<file path="config.mk">
export PLATFORM = sky130hd
export DESIGN_NAME = paddle_move_ctrl
export DESIGN_NICKNAME = d
export VERILOG_FILES = /design/src/rtl/paddle_move_ctrl.sv
export SDC_FILE = /design/constraint.sdc
export NUM_CORES = 1
export LEC_CHECK = 0
export ABC_AREA = 1
export CORE_UTILIZATION = 40
export CTS_BUF_LIST = sky130_fd_sc_hd__clkbuf_16
export DETAILED_ROUTE_END_ITERATION = 10
export PLACE_DENSITY_LB_ADDON = 0.3
export SLEW_MARGIN = 20
export SYNTH_ARGS = -nofsm -noshare
export SYNTH_HDL_FRONTEND = slang
export SYNTH_SLANG_ARGS = --single-unit
</file>
<file path="constraint.sdc">
create_clock -name clk -period 1.55 [get_ports clk]
set_input_delay 0.31 -clock clk [delete_from_list [all_inputs] [get_ports clk]]
set_output_delay 0.31 -clock clk [all_outputs]
set_load 0.02 [all_outputs]
</file>
<file path="src/rtl/paddle_move_ctrl.sv">
// paddle_move_ctrl
// Per-player paddle movement controller. Produces the slow sample pulse for
// the button debouncers, decodes their debounced up/down levels and moves
// the paddle: one step on press, auto-repeat after a hold delay, saturating
// at the playfield limits.
//
// Ports
//   clk      system clock
//   rst      asynchronous, active-high reset
//   en       game running; low freezes movement and returns the FSM to IDLE
//   up_db    debounced up level
//   dn_db    debounced down level
//   pulse    one-cycle sample tick (registered, coincident with the internal tick)
//   pos      paddle top y coordinate
//   move_up  one-cycle strobe: pos decreased
//   move_dn  one-cycle strobe: pos increased
//   at_top   pos == POS_MIN
//   at_bot   pos == POS_MAX
//
// Strobe semantics: move_up/move_dn are single-cycle events with no
// back-pressure. They are high only in the cycle after a tick in which pos
// really changed, and always coincide with the new pos value.
module paddle_move_ctrl #(
  parameter int TICK_DIV     = 250000,
  parameter int REPEAT_DELAY = 40,
  parameter int REPEAT_RATE  = 8,
  parameter int POS_W        = 10,
  parameter int POS_MIN      = 0,
  parameter int POS_MAX      = 400,
  parameter int POS_INIT     = 200,
  parameter int STEP         = 4
) (
  input  logic             clk,
  input  logic             rst,
  input  logic             en,
  input  logic             up_db,
  input  logic             dn_db,
  output logic             pulse,
  output logic [POS_W-1:0] pos,
  output logic             move_up,
  output logic             move_dn,
  output logic             at_top,
  output logic             at_bot
);

  localparam int CNT_W  = $clog2(TICK_DIV);
  localparam int POS_XW = POS_W + 1;

  localparam logic [CNT_W-1:0]  TICK_LAST = CNT_W'(TICK_DIV - 1);
  localparam logic [CNT_W-1:0]  TICK_PRE  = CNT_W'(TICK_DIV - 2);
  localparam logic [7:0]        DELAY_LIM = 8'(REPEAT_DELAY - 1);
  localparam logic [7:0]        RATE_LIM  = 8'(REPEAT_RATE - 1);
  localparam logic [POS_XW-1:0] MIN_X     = POS_XW'(POS_MIN);
  localparam logic [POS_XW-1:0] MAX_X     = POS_XW'(POS_MAX);
  localparam logic [POS_XW-1:0] STEP_X    = POS_XW'(STEP);
  localparam logic [POS_XW-1:0] UP_EDGE   = POS_XW'(POS_MIN + STEP);
  localparam logic [POS_XW-1:0] DN_EDGE   = POS_XW'(POS_MAX - STEP);
  localparam logic [POS_W-1:0]  INIT_POS  = POS_W'(POS_INIT);
  localparam logic              INIT_TOP  = (POS_INIT == POS_MIN);
  localparam logic              INIT_BOT  = (POS_INIT == POS_MAX);

  typedef enum logic [1:0] {IDLE, DELAY, REPEAT} state_t;
  typedef enum logic [1:0] {DIR_NONE, DIR_UP, DIR_DN} dir_t;

  // ---------------------------------------------------------------- tick
  logic [CNT_W-1:0] tick_cnt;
  logic             tick;

  assign tick = (tick_cnt == TICK_LAST);

  // pulse is registered one count early so that it is high exactly in the
  // cycle where the counter sits at TICK_DIV-1, i.e. aligned with tick.
  always_ff @(posedge clk or posedge rst) begin
    if (rst) begin
      tick_cnt <= '0;
      pulse    <= 1'b0;
    end else begin
      tick_cnt <= tick ? '0 : tick_cnt + CNT_W'(1);
      pulse    <= (tick_cnt == TICK_PRE);
    end
  end

  // ---------------------------------------------------------------- decode
  dir_t dir;

  always_comb begin
    dir = DIR_NONE;
    if (up_db && !dn_db)      dir = DIR_UP;
    else if (dn_db && !up_db) dir = DIR_DN;
  end

  // ---------------------------------------------------------------- FSM
  state_t     state, state_n;
  dir_t       hdir, hdir_n;
  logic [7:0] rcnt, rcnt_n;
  logic [7:0] lim;
  logic       do_step;

  assign lim = (state == REPEAT) ? RATE_LIM : DELAY_LIM;

  always_ff @(posedge clk or posedge rst) begin
    if (rst) begin
      state <= IDLE;
      hdir  <= DIR_NONE;
      rcnt  <= '0;
    end else begin
      state <= state_n;
      hdir  <= hdir_n;
      rcnt  <= rcnt_n;
    end
  end

  always_comb begin
    state_n = state;
    hdir_n  = hdir;
    rcnt_n  = rcnt;
    do_step = 1'b0;
    if (tick) begin
      if (!en) begin
        state_n = IDLE;
        rcnt_n  = '0;
      end else begin
        case (state)
          IDLE: begin
            if (dir != DIR_NONE) begin
              do_step = 1'b1;
              hdir_n  = dir;
              rcnt_n  = '0;
              state_n = DELAY;
            end
          end
          DELAY, REPEAT: begin
            if (dir == DIR_NONE) begin
              state_n = IDLE;
              rcnt_n  = '0;
            end else if (dir != hdir) begin
              // Reversal steps at once and restarts the hold delay.
              do_step = 1'b1;
              hdir_n  = dir;
              rcnt_n  = '0;
              state_n = DELAY;
            end else if (rcnt == lim) begin
              do_step = 1'b1;
              rcnt_n  = '0;
              state_n = REPEAT;
            end else begin
              rcnt_n = rcnt + 8'd1;
            end
          end
          default: begin
            state_n = IDLE;
            rcnt_n  = '0;
          end
        endcase
      end
    end
  end

  // ---------------------------------------------------------------- position
  // Both candidates are formed one bit wider than pos so neither the
  // subtraction nor the addition can wrap before saturation is applied.
  logic [POS_XW-1:0] pos_x, up_cand, dn_cand;
  logic [POS_W-1:0]  pos_n;
  logic              mu_n, md_n;

  assign pos_x   = {1'b0, pos};
  assign up_cand = (pos_x < UP_EDGE) ? MIN_X : pos_x - STEP_X;
  assign dn_cand = (pos_x > DN_EDGE) ? MAX_X : pos_x + STEP_X;

  always_comb begin
    pos_n = pos;
    mu_n  = 1'b0;
    md_n  = 1'b0;
    if (do_step) begin
      if (dir == DIR_UP) begin
        pos_n = up_cand[POS_W-1:0];
        mu_n  = (up_cand != pos_x);
      end else if (dir == DIR_DN) begin
        pos_n = dn_cand[POS_W-1:0];
        md_n  = (dn_cand != pos_x);
      end
    end
  end

  always_ff @(posedge clk or posedge rst) begin
    if (rst) begin
      pos     <= INIT_POS;
      move_up <= 1'b0;
      move_dn <= 1'b0;
      at_top  <= INIT_TOP;
      at_bot  <= INIT_BOT;
    end else begin
      pos     <= pos_n;
      move_up <= mu_n;
      move_dn <= md_n;
      at_top  <= (POS_XW'(pos_n) == MIN_X);
      at_bot  <= (POS_XW'(pos_n) == MAX_X);
    end
  end

endmodule

</file>
==> summary by stage <==
Min path
The min-delay analysis places its worst path in the category input port to async pin.

Outcome
The flow ran to the end, but the final reports show violations. The final reports fail on negative setup slack.

Worst setup path
For the worst setup path, the data arrival time is between 2000 and 2500 ps. The largest single stage delay on the critical path is 430 ps. The worst setup path is captured at a flop.

The number of cells on the worst reg-to-reg path is 12. The critical-path maximum fanout is 4. The worst setup path is launched from a flop. The class of the most critical setup path is flop to flop. The most common cell type on the critical path is sky130_fd_sc_hd__nand2_1. The signal on the critical path passes through inv_1, nand2_1, nor2_4, nor2_4, buf_4, nand2_1, nand3_4, o21ai_4, inv_2, nor2_2, nand2_1, nor2_1. The worst path required time is between 1500 and 2000 ps.

The slowest stage cell on the critical path is sky130_fd_sc_hd__dfrtp_1.

Power and ir drop
The clock share of power is roughly 37%. The internal power summed over all cells is 2.095 mW. The sequential fraction of design power is approximately two fifths. The power share of the combinational group is 22.3%. In this run the power spent charging and discharging nets is 0.8964 mW.

The overall power after layout is 2.991 mW. The worst-case IR drop observed on VDD is 0.5188 mV. The net switching fraction of the power is 29.97%. The leakage component of the power is 2.651 nW.

Dividing total power by cell area gives a power density of 561.9 mW/mm².

Clock network
For this design, the sink count on the clock tree is 45. The number of buffers created by CTS is 5. CTS built an H-tree with a depth of 2. The TritonCTS clock tree is built. The buffer type at the clock tree root is sky130_fd_sc_hd__clkbuf_16. Counting along the longest clock path gives a buffer depth of 2. The clock reaches the later pin of the worst-skew pair after roughly 290 ps. For this design, the CTS-stage hold fixing added 0 buffers. Clock-pin slew was measured on the worst setup and hold paths at approximately 70 ps.

Yosys
After Yosys synthesis, and, or, nand and nor cells account for 38.00% of the synthesized area. The number of nets in the synthesized netlist is about 440. The sequential fraction of the synthesis area is 37.30%. The total standard cell area after synthesis is about 0.003 mm². The synthesized netlist devotes 6.898% of its cell area to compound gates. Counting flops with an async set or reset pin after synthesis yields a share of 100.0%. In the synthesized netlist the dominant register cell turns out to be sky130_fd_sc_hd__dfrtp_1.

A synthesized cell averages 7.094 µm². The adder-cell share of the synthesized area is 4.544%. The cell count after synthesis came out at 427.

The number of synthesized flops with an enable pin is 0. The synthesized flop and latch total is between 40 and 50. The number of distinct library cells after synthesis is 35. In the post-synthesis netlist, the biggest area contributors are sky130_fd_sc_hd__dfrtp_1, sky130_fd_sc_hd__nand2_1, sky130_fd_sc_hd__inv_1. The leading area contributor after synthesis is sky130_fd_sc_hd__dfrtp_1. Of the post-synthesis cell area, the part taken by muxes is 0%. The share of Yosys cell area claimed by the top area cell type is 34.70%. The main combinational cell family by area after synthesis is simple AND/OR/NAND/NOR gates. Summing the areas of all xor and xnor instances in the mapped netlist gives under 10% of the synthesized area. The count of warnings emitted by yosys is 0.

STA
The maximum frequency from static timing analysis is 0.4979 GHz. The count of pins over their slew limit is 0. Setup repair after global routing could not meet its margin everywhere. Setup violations remaining at the end of the flow were counted as 36. At the pin with the least slew margin, the transition time is 354.3 ps.

Hold is met by 307.5 ps. In the post-route analysis, the smallest setup slack over all paths is -458.6 ps. The final clock skew is 4.954 ps. The sum of negative setup slack is -7719 ps. The post-layout minimum cycle time is 2009 ps. Measured against its own limit, the worst slew margin works out to 76.20%. The worst path uses 129.6% of the clock period. The number of failing hold endpoints at the final stage is 0.

Detailed routing
The number of design-rule violations left by the first detailed-router iteration is 212. The post-detailed-route count of antenna-violating nets is 0. The via density per instance is 5.215. The overall routed net length is 10830 µm. In the routed design, unresolved DRC markers number 0. The number of detailed-route iterations in the first pass is 5. The detail-routed net length per standard cell is 15.71 µm. Detailed routing inserted a total of 3593 vias.

Global routing
The number of global-route vias before repair is 3384. The number of antenna violations at the first check in global routing is 0. The largest net degree at the start of global routing is 19. The global-route usage over all layers is 24.45%. Summed over all layers, the global routing overflow is 0. The first global-routing pass estimated roughly 15000 µm of wire.

Floorplanning
The floorplan has 31 rows. The floorplan step set the die width to 89.02 µm. For this configuration, the core starts out at a cell density of 41.54%. The top-level I/O count is 20. In this run the vertical extent of the chip is 89.02 µm. After floorplanning, the core was sized to cover 0.007292 mm². The die covers 0.007925 mm².

Cells and area
The finished layout holds 689 standard cells, fillers aside. The area growth from synthesis to layout is 75.71%. The top cell types in the final layout, fill and taps aside, are sky130_fd_sc_hd__buf_4, sky130_fd_sc_hd__nand2_1, sky130_fd_sc_hd__inv_1. In the final layout, the share of cells above drive strength 1 is 52.54%. 0 antenna diodes ended up in the layout. Leaving out fill and tap cells, the most frequent cell in the layout is sky130_fd_sc_hd__buf_4. The final net count is roughly 610. After routing the design area is between 0.005 and 0.006 mm². For this run, the share of the core covered by cells in the final layout is 72.99%.

Flow run
Max-cap violations in this run came to 0.

Placed design
The number of placed instances, taps included, is ~650. At the end of routability-driven placement, the weighted congestion stood at 0.9327. The number of input and output port buffers inserted is 19.

The placed wire-length estimate is 6378 µm. The post-placement worst setup slack is -854.3 ps. In this run the cell area measured after placement is 0.004217 mm².
critical path, delay by kind of cell, from the launching register on:
family,cells,cell delay (ps)
and+or+nand+nor,8,930
buffers and inverters,3,420
DFF,1,430
AOI/OAI and AO/OA,1,150
registers in the layout, summed over array words and instances (netlist names):
signal    flops
tick_cnt     18
pos          10
rcnt          8
hdir          2
state         2
at_bot        1
at_top        1
move_dn       1
move_up       1
pulse         1
kinds of logic (layout without fill, tap and decap cells):
kind of cell,after synthesis,count (layout)
XOR/XNOR,9,9
flip-flops,45,45
AND/OR/NAND/NOR,244,245
adder cells (fa/ha/maj),11,11
buffers and inverters,81,243
AO/OA/AOI/OAI,37,37
final cells by class:
class                   count  area [µm²]
repair buffers            159        1385
fillers                   500        1969
well taps                  99       123.9
flip-flops and latches     45        1131
clock inverters             3       25.02
clock buffers               5       125.1
inverters                  76       304.0
multi-input cells         302        2228
final timing paths:
kind	from	slack [ps]	end
setup / recovery	pos[9]	-460	at_top
hold / removal	rst	310	pulse
setup reg to reg	pos[9]	-460	at_top
hold reg to reg	hdir[1]	520	hdir[1]
max in group asynchronous	rst	740	pos[6]
min in group clk	hdir[1]	520	hdir[1]
cells in the mapped netlist, types with 3 or more instances:
cell type	count
sky130_fd_sc_hd__nand2_2	3
sky130_fd_sc_hd__nor2_2	12
sky130_fd_sc_hd__o21ai_2	3
sky130_fd_sc_hd__nand4_1	5
sky130_fd_sc_hd__inv_2	8
sky130_fd_sc_hd__xor2_1	8
sky130_fd_sc_hd__nor2_4	4
sky130_fd_sc_hd__a21oi_1	15
sky130_fd_sc_hd__dfstp_2	3
sky130_fd_sc_hd__o21ai_0	12
sky130_fd_sc_hd__dfrtp_1	42
sky130_fd_sc_hd__nor2_1	52
sky130_fd_sc_hd__o21ai_1	3
sky130_fd_sc_hd__nand2_1	104
sky130_fd_sc_hd__ha_1	11
sky130_fd_sc_hd__inv_1	66
sky130_fd_sc_hd__nand3_1	40
sky130_fd_sc_hd__or2_2	3
sky130_fd_sc_hd__nor3_1	9
sky130_fd_sc_hd__buf_2	3
routing by layer:
layer	global-route usage (%)	vias up	share of wire (%)
met5	0	-	0
met1	28.26	1708	37
met4	9.091	0	5.3
met2	46.08	158	52
li1	-	1667	-
met3	3.139	60	4.9
power by group through the flow:
stage | registers (mW) | logic, mW | clock network [mW]
2_1_floorplan | 1.26 | 0.241 | 0
3_3_place_gp | 1.24 | 0.495 | 0
3_5_place_dp | 1.24 | 0.500 | 0
4_1_cts | 1.22 | 0.545 | 1.12
5_1_grt | 1.23 | 0.713 | 1.16
6_report | 1.23 | 0.668 | 1.10
what timing repair did:
item,CTS,global route
setup endpoints to repair,46,45
buffers inserted,25,25
gates cloned,1,0
pin swaps,41,53
resized for setup,97,116
(Power assumes the default switching activity.)
